===== src/rtl/img2col_tensor_addr_gen.sv =====
// img2col address generator: streams channel-planar tensor read addresses for
// every K*K*C patch of every output window, one per accepted valid/ready beat.
module img2col_tensor_addr_gen #(
  parameter int TENSOR_SIZE   = 8,
  parameter int KERNEL_SIZE   = 4,
  parameter int CHANNELS_SIZE = 8,
  parameter int STRIDE_SIZE   = 4,
  parameter int ADDR_SIZE     = 16
) (
  input  logic                               clk,
  input  logic                               rst,
  input  logic                               enable,
  input  logic [TENSOR_SIZE-1:0]             tensor_size,
  input  logic [KERNEL_SIZE-1:0]             kernel_size,
  input  logic [CHANNELS_SIZE-1:0]           channels,
  input  logic [STRIDE_SIZE-1:0]             stride,
  input  logic [TENSOR_SIZE+STRIDE_SIZE-1:0] t_addr_tms,
  input  logic [TENSOR_SIZE-1:0]             t_addr_ofs,
  output logic                               o_valid,
  input  logic                               i_ready,
  output logic [ADDR_SIZE-1:0]               o_addr,
  output logic                               o_patch_last,
  output logic                               o_last,
  output logic                               o_busy,
  output logic                               o_done
);

  typedef enum logic [1:0] {
    ST_IDLE = 2'd0,
    ST_LOAD = 2'd1,
    ST_RUN  = 2'd2,
    ST_DONE = 2'd3
  } state_t;

  localparam logic [KERNEL_SIZE-1:0]   K_ONE = KERNEL_SIZE'(1'b1);
  localparam logic [CHANNELS_SIZE-1:0] C_ONE = CHANNELS_SIZE'(1'b1);
  localparam logic [TENSOR_SIZE-1:0]   T_ONE = TENSOR_SIZE'(1'b1);

  state_t state_q, state_d;
  logic   enable_q, enable_d;
  logic   armed_q, armed_d;

  logic [TENSOR_SIZE-1:0]             tsz_q, tsz_d;
  logic [KERNEL_SIZE-1:0]             ksz_q, ksz_d;
  logic [CHANNELS_SIZE-1:0]           chn_q, chn_d;
  logic [STRIDE_SIZE-1:0]             str_q, str_d;
  logic [TENSOR_SIZE+STRIDE_SIZE-1:0] tms_q, tms_d;
  logic [TENSOR_SIZE-1:0]             ofs_q, ofs_d;
  logic [ADDR_SIZE-1:0]               plane_q, plane_d;

  logic [KERNEL_SIZE-1:0]   kx_q, kx_d, ky_q, ky_d;
  logic [CHANNELS_SIZE-1:0] c_q, c_d;
  logic [TENSOR_SIZE-1:0]   ox_q, ox_d, oy_q, oy_d;
  logic [ADDR_SIZE-1:0]     ky_base_q, ky_base_d, ch_base_q, ch_base_d;
  logic [ADDR_SIZE-1:0]     win_base_q, win_base_d, row_base_q, row_base_d;

  logic [2*TENSOR_SIZE-1:0] plane_full_s;
  logic                     start_s, abort_s, fire_s, empty_s;
  logic                     kx_last_s, ky_last_s, c_last_s, ox_last_s, oy_last_s;
  logic                     patch_last_s, run_last_s;
  logic [ADDR_SIZE-1:0]     addr_s;

  // armed_q blocks a start from an enable that was already high when reset released
  assign start_s      = enable & ~enable_q & armed_q;
  assign abort_s      = ~enable & ((state_q == ST_LOAD) | (state_q == ST_RUN));
  assign fire_s       = (state_q == ST_RUN) & i_ready;
  assign empty_s      = (ksz_q == {KERNEL_SIZE{1'b0}}) | (chn_q == {CHANNELS_SIZE{1'b0}});
  assign plane_full_s = tsz_q * tsz_q;

  assign kx_last_s    = (kx_q == (ksz_q - K_ONE));
  assign ky_last_s    = (ky_q == (ksz_q - K_ONE));
  assign c_last_s     = (c_q == (chn_q - C_ONE));
  assign ox_last_s    = (ox_q == ofs_q);
  assign oy_last_s    = (oy_q == ofs_q);
  assign patch_last_s = kx_last_s & ky_last_s & c_last_s;
  assign run_last_s   = patch_last_s & ox_last_s & oy_last_s;
  assign addr_s       = row_base_q + win_base_q + ch_base_q + ky_base_q + ADDR_SIZE'(kx_q);

  // State and datapath registers
  always_ff @(posedge clk or posedge rst) begin
    if (rst) begin
      state_q    <= ST_IDLE;
      enable_q   <= 1'b0;
      armed_q    <= 1'b0;
      tsz_q      <= {TENSOR_SIZE{1'b0}};
      ksz_q      <= {KERNEL_SIZE{1'b0}};
      chn_q      <= {CHANNELS_SIZE{1'b0}};
      str_q      <= {STRIDE_SIZE{1'b0}};
      tms_q      <= {(TENSOR_SIZE+STRIDE_SIZE){1'b0}};
      ofs_q      <= {TENSOR_SIZE{1'b0}};
      plane_q    <= {ADDR_SIZE{1'b0}};
      kx_q       <= {KERNEL_SIZE{1'b0}};
      ky_q       <= {KERNEL_SIZE{1'b0}};
      c_q        <= {CHANNELS_SIZE{1'b0}};
      ox_q       <= {TENSOR_SIZE{1'b0}};
      oy_q       <= {TENSOR_SIZE{1'b0}};
      ky_base_q  <= {ADDR_SIZE{1'b0}};
      ch_base_q  <= {ADDR_SIZE{1'b0}};
      win_base_q <= {ADDR_SIZE{1'b0}};
      row_base_q <= {ADDR_SIZE{1'b0}};
    end else begin
      state_q    <= state_d;
      enable_q   <= enable_d;
      armed_q    <= armed_d;
      tsz_q      <= tsz_d;
      ksz_q      <= ksz_d;
      chn_q      <= chn_d;
      str_q      <= str_d;
      tms_q      <= tms_d;
      ofs_q      <= ofs_d;
      plane_q    <= plane_d;
      kx_q       <= kx_d;
      ky_q       <= ky_d;
      c_q        <= c_d;
      ox_q       <= ox_d;
      oy_q       <= oy_d;
      ky_base_q  <= ky_base_d;
      ch_base_q  <= ch_base_d;
      win_base_q <= win_base_d;
      row_base_q <= row_base_d;
    end
  end

  // Next-state logic; abort has priority over completion
  always_comb begin
    state_d = state_q;
    case (state_q)
      ST_IDLE: begin
        if (start_s) state_d = ST_LOAD;
        else         state_d = ST_IDLE;
      end
      ST_LOAD: begin
        if (abort_s)      state_d = ST_IDLE;
        else if (empty_s) state_d = ST_DONE;
        else              state_d = ST_RUN;
      end
      ST_RUN: begin
        if (abort_s)                  state_d = ST_IDLE;
        else if (fire_s & run_last_s) state_d = ST_DONE;
        else                          state_d = ST_RUN;
      end
      ST_DONE: state_d = ST_IDLE;
      default: state_d = ST_IDLE;
    endcase
  end

  // Shadow latch, plane multiply and nested counter advance
  always_comb begin
    enable_d   = enable;
    armed_d    = armed_q | ~enable;
    tsz_d      = tsz_q;
    ksz_d      = ksz_q;
    chn_d      = chn_q;
    str_d      = str_q;
    tms_d      = tms_q;
    ofs_d      = ofs_q;
    plane_d    = plane_q;
    kx_d       = kx_q;
    ky_d       = ky_q;
    c_d        = c_q;
    ox_d       = ox_q;
    oy_d       = oy_q;
    ky_base_d  = ky_base_q;
    ch_base_d  = ch_base_q;
    win_base_d = win_base_q;
    row_base_d = row_base_q;
    if ((state_q == ST_IDLE) && start_s) begin
      tsz_d = tensor_size;
      ksz_d = kernel_size;
      chn_d = channels;
      str_d = stride;
      tms_d = t_addr_tms;
      ofs_d = t_addr_ofs;
    end else begin
      tsz_d = tsz_q;
    end
    if (state_q == ST_LOAD) begin
      plane_d    = ADDR_SIZE'(plane_full_s);
      kx_d       = {KERNEL_SIZE{1'b0}};
      ky_d       = {KERNEL_SIZE{1'b0}};
      c_d        = {CHANNELS_SIZE{1'b0}};
      ox_d       = {TENSOR_SIZE{1'b0}};
      oy_d       = {TENSOR_SIZE{1'b0}};
      ky_base_d  = {ADDR_SIZE{1'b0}};
      ch_base_d  = {ADDR_SIZE{1'b0}};
      win_base_d = {ADDR_SIZE{1'b0}};
      row_base_d = {ADDR_SIZE{1'b0}};
    end else if (fire_s) begin
      if (kx_last_s) begin
        kx_d = {KERNEL_SIZE{1'b0}};
        if (ky_last_s) begin
          ky_d      = {KERNEL_SIZE{1'b0}};
          ky_base_d = {ADDR_SIZE{1'b0}};
          if (c_last_s) begin
            c_d       = {CHANNELS_SIZE{1'b0}};
            ch_base_d = {ADDR_SIZE{1'b0}};
            if (ox_last_s) begin
              ox_d       = {TENSOR_SIZE{1'b0}};
              win_base_d = {ADDR_SIZE{1'b0}};
              row_base_d = row_base_q + ADDR_SIZE'(tms_q);
              oy_d       = oy_q + T_ONE;
            end else begin
              ox_d       = ox_q + T_ONE;
              win_base_d = win_base_q + ADDR_SIZE'(str_q);
            end
          end else begin
            c_d       = c_q + C_ONE;
            ch_base_d = ch_base_q + plane_q;
          end
        end else begin
          ky_d      = ky_q + K_ONE;
          ky_base_d = ky_base_q + ADDR_SIZE'(tsz_q);
        end
      end else begin
        kx_d = kx_q + K_ONE;
      end
    end else begin
      kx_d = kx_q;
    end
  end

  // Outputs decoded from state; beat fields forced to zero outside RUN
  always_comb begin
    o_valid      = 1'b0;
    o_busy       = 1'b0;
    o_done       = 1'b0;
    o_addr       = {ADDR_SIZE{1'b0}};
    o_patch_last = 1'b0;
    o_last       = 1'b0;
    case (state_q)
      ST_LOAD: o_busy = 1'b1;
      ST_RUN: begin
        o_valid      = 1'b1;
        o_busy       = 1'b1;
        o_addr       = addr_s;
        o_patch_last = patch_last_s;
        o_last       = run_last_s;
      end
      ST_DONE: o_done = 1'b1;
      default: o_done = 1'b0;
    endcase
  end

endmodule


===== config.mk =====
export PLATFORM = sky130hd
export DESIGN_NAME = img2col_tensor_addr_gen
export DESIGN_NICKNAME = d
export VERILOG_FILES = /design/src/rtl/img2col_tensor_addr_gen.sv
export SDC_FILE = /design/constraint.sdc
export NUM_CORES = 1
export LEC_CHECK = 0
export BUFFER_PORTS_ARGS = -buffer_cell sky130_fd_sc_hd__buf_2
export CORE_ASPECT_RATIO = 1.4
export CORE_MARGIN = 2
export CORE_UTILIZATION = 58
export CTS_BUF_LIST = sky130_fd_sc_hd__clkbuf_4
export CTS_CLUSTER_DIAMETER = 100
export CTS_CLUSTER_SIZE = 12
export DETAILED_ROUTE_END_ITERATION = 8
export PLACE_DENSITY = 0.85
export SYNTH_ARGS = -nofsm -noshare
export SYNTH_HDL_FRONTEND = slang
export SYNTH_SLANG_ARGS = --single-unit
export TNS_END_PERCENT = 5

===== constraint.sdc =====
create_clock -name clk -period 4.75 [get_ports clk]
set_input_delay 0.475 -clock clk [delete_from_list [all_inputs] [get_ports clk]]
set_output_delay 0.475 -clock clk [all_outputs]
set_load 0.03 [all_outputs]

==> impl_metrics.yaml <==
synthesis:
  async_flop_share: 1.000
  yosys_register_bits: 159
  yosys-top-cells-area: "dfrtp_1 (32%), ha_1 (11%), fa_1 (9.9%), mux2_2 (5.2%), xnor2_1 (4.2%)"
  synth.avg_cell_area_um2: 9.740
  netlist.area_leader.share: 0.3217
  syn_nets: 1488
  synth_edf_count: 0
  synth_area_um2: 12370
  synth-warning-count: 0
  seq_area_frac_synth: 0.3217
  synth_cells: 1270
  synth_cell_types: 62
  synth_largest_area_cell: "dfrtp_1"
  ys.flop_type: "dfrtp_1"
final_layout:
  fin_cells: 1668
  fillers: 1521
  finalNetCount: 1612
  drive_gt1_frac: 0.1947
  area_delta_synth_final_pct: 12.79
  final_util: 0.6629
setup_path:
  reg2reg_depth: 40
  rrSetupSlack_ps: -170
  path_max_fanout: 3
  critPathKind: "flip-flop to output pin"
  reg2reg_to: "kx_q[2]$_DFFE_PP0P_"
  critical_path_arrival_ps: 4580
  cp-start-kind: "flip-flop"
  rr_startpoint: "kx_q[2]$_DFFE_PP0P_"
  cp-end-kind: "output pin"
  cp_data_required_time_ps: 4280
min_path:
  min_to: "tsz_q[7]$_DFFE_PP0P_"
  hold_class: "input port to flip-flop"
  min-delay-start: "tensor_size[7]"
  holdPathStages: 2
sta:
  fin_skew_ps: 28.94
  max_freq_mhz: 198.0
  tightest_slew_ps: 979.6
  period_share: 1.063
  fin_crit_ps: 5051
  hold_viol: 0
  relSlewSlack: 0.3435
  rsz0062_at_grt: "true"
  postLayoutSetupSlackWorst_ps: -300.7
  hold_ws_ps: 63.07
  setup_viol: 9
  slew_violations: 0
clocking:
  cts_tree: "yes"
  clkTransAtPathRegs_ps: 160
  cts_sinks: 159
  clk_path_buf_depth: 2
  cts.htree.levels: 4
  cts_made_buffers: 17
  root_buffer: "clkbuf_4"
  worstSkewPairLatency_ps: 630
drt:
  postRouteAntennaNets: 0
  viasPerCell: 6.083
  drt_pass1_iterations: 7
  drt-total-wl_um: 31320
  post-route-drc-count: 0
  drt_first_iter_violations: 842
  avgRoutedWirePerCell_um: 18.77
  vias: 10146
place:
  place_inst: 1590
  port_buffers: 68
  pre_cts_slack_ps: -62.28
  hpwl_um: 21240
  routabilityCongestion: 0.8828
run_status:
  outcome: "finished with violations"
  violations: "setup timing"
flow_run:
  maxCapViolCount: 0
global_route:
  grt_pass1_wl_um: 49540
  grt_pass1_vias: 10167
  grtUsageTotal: 0.2775
  antenna_found_initial: 1
  grt_max_degree: 160
  grt_overflow: 0
die:
  die_area_um2: 22530
  rows: 63
  die_w_um: 127.4
  die_h_um: 176.8
  initial_core_util: 0.5877
  coreArea_um2: 21050
  boundaryPins: 69
## sequential cells by signal, summed over array words and instances (netlist names), 8 cells and up
| name | flops |
|---|---|
| c_q | 8 |
| ch_base_q | 16 |
| chn_q | 8 |
| ky_base_q | 16 |
| ofs_q | 8 |
| ox_q | 8 |
| oy_q | 8 |
| plane_q | 15 |
| row_base_q | 16 |
| tms_q | 12 |
| tsz_q | 8 |
| win_base_q | 16 |
## how the worst max path moves through the flow
stage,from,endpoint,slack (ps),cells past startpoint
4_1_cts,kx_q[1]$_DFFE_PP0P_,o_addr[15],-240,15
3_3_place_gp,kx_q[2]$_DFFE_PP0P_,o_addr[15],90,16
2_1_floorplan,tsz_q[1]$_DFFE_PP0P_,plane_q[15]$_DFFE_PP0P_,110,18
5_1_grt,ch_base_q[1]$_DFFE_PP0P_,o_addr[15],-460,15
3_5_place_dp,tsz_q[2]$_DFFE_PP0P_,plane_q[15]$_DFFE_PP0P_,-60,17
6_report,ch_base_q[1]$_DFFE_PP0P_,o_addr[15],-300,15
## critical path, stage by stage (launching register included)
cell      delay (ps)
dfrtp_1          460
inv_2             90
fa_1             520
fa_1             450
fa_1             490
inv_1             40
ha_2             180
fa_2             370
a211o_1          300
a21oi_2          170
o21ai_2           90
a211oi_2         230
o31ai_1          110
xnor2_1          120
and2_1           180
buf_6            140
## layer usage
| layer | vias up | track usage | wire (um) |
|---|---|---|---|
| met5 | - | 0 | 0 |
| met4 | 0 | 0.1932 | 2214 |
| met3 | 128 | 0.04383 | 1747 |
| met2 | 423 | 0.4762 | 15730 |
| met1 | 4909 | 0.3147 | 11630 |
| li1 | 4686 | - | - |
## layout by cell type, fill, tap and decap left out, types with 9 or more instances in the layout
master	instances
a211oi_1	10
a21o_1	23
a21oi_1	66
and2_1	35
and3_1	13
buf_2	59
buf_4	49
buf_6	24
clkbuf_4	18
dfrtp_1	157
fa_1	60
ha_1	105
inv_1	114
mux2_2	57
nand2_1	105
nand3_1	37
nand4_1	11
nor2_1	61
nor3_1	25
o21a_1	10
o21ai_0	59
o31ai_1	31
or3_1	18
or4_1	9
xnor2_1	59
xor2_1	42
## per-stage QoR
| stage | setup TNS [ps] | cell area (um2) |
|---|---|---|
| floorplan | 0 | 12370 |
| global placement | 0 | 13100 |
| detailed placement | -62.28 | 13100 |
| CTS | -1141 | 13840 |
| global route | -3358 | 13950 |
| finish | -1756 | 13950 |
## what timing repair did
action / CTS / global route
hold buffers: 1 / 0
resized for setup: 39 / 26
endpoints found under the setup margin: 11 / 15
setup buffers: 43 / 1
pin swaps: 14 / 4
endpoints found under the hold margin: 1 / 0
## synthesized netlist by cell type (6+ instances only)
cell / instances
dfrtp_1: 159
inv_1: 121
ha_1: 109
nand2_1: 105
a21oi_1: 69
nor2_1: 62
o21ai_0: 62
fa_1: 61
xnor2_1: 59
mux2_2: 57
xor2_1: 42
nand3_1: 38
and2_1: 35
o31ai_1: 31
nor3_1: 25
a21o_1: 23
clkbuf_1: 23
or3_1: 18
and3_1: 13
a211oi_1: 11
nand4_1: 11
o21a_1: 10
or4_1: 9
nor2b_1: 8
nand2b_1: 7
o211ai_1: 7
o22ai_1: 7
or2_2: 6
## area by class of cell
type / instances / area [um2] / area share
antenna: 1 / 2.502 / 0.0001794
clock buffer: 17 / 127.6 / 0.009148
clock inverter: 15 / 168.9 / 0.01211
inverter: 121 / 457.9 / 0.03283
multi-input combinational: 960 / 7916 / 0.5674
sequential: 159 / 3981 / 0.2854
tap: 260 / 325.3 / 0.02332
timing repair buffer: 135 / 970.9 / 0.06960
## cell families after synthesis
family                     Yosys count  share of synthesized area
and+or+nand+nor                    357                     0.1471
AOI/OAI and AO/OA                  266                     0.1405
adders and majority gates          170                     0.2090
DFF                                159                     0.3217
buffers and inverters              151                    0.04633
xor gates and xnor gates           106                    0.08032
muxes                               61                    0.05513
Power is left out: the tool's default activity adds up to more than one toggle a clock period on the data nets, which glitch-free logic cannot reach.
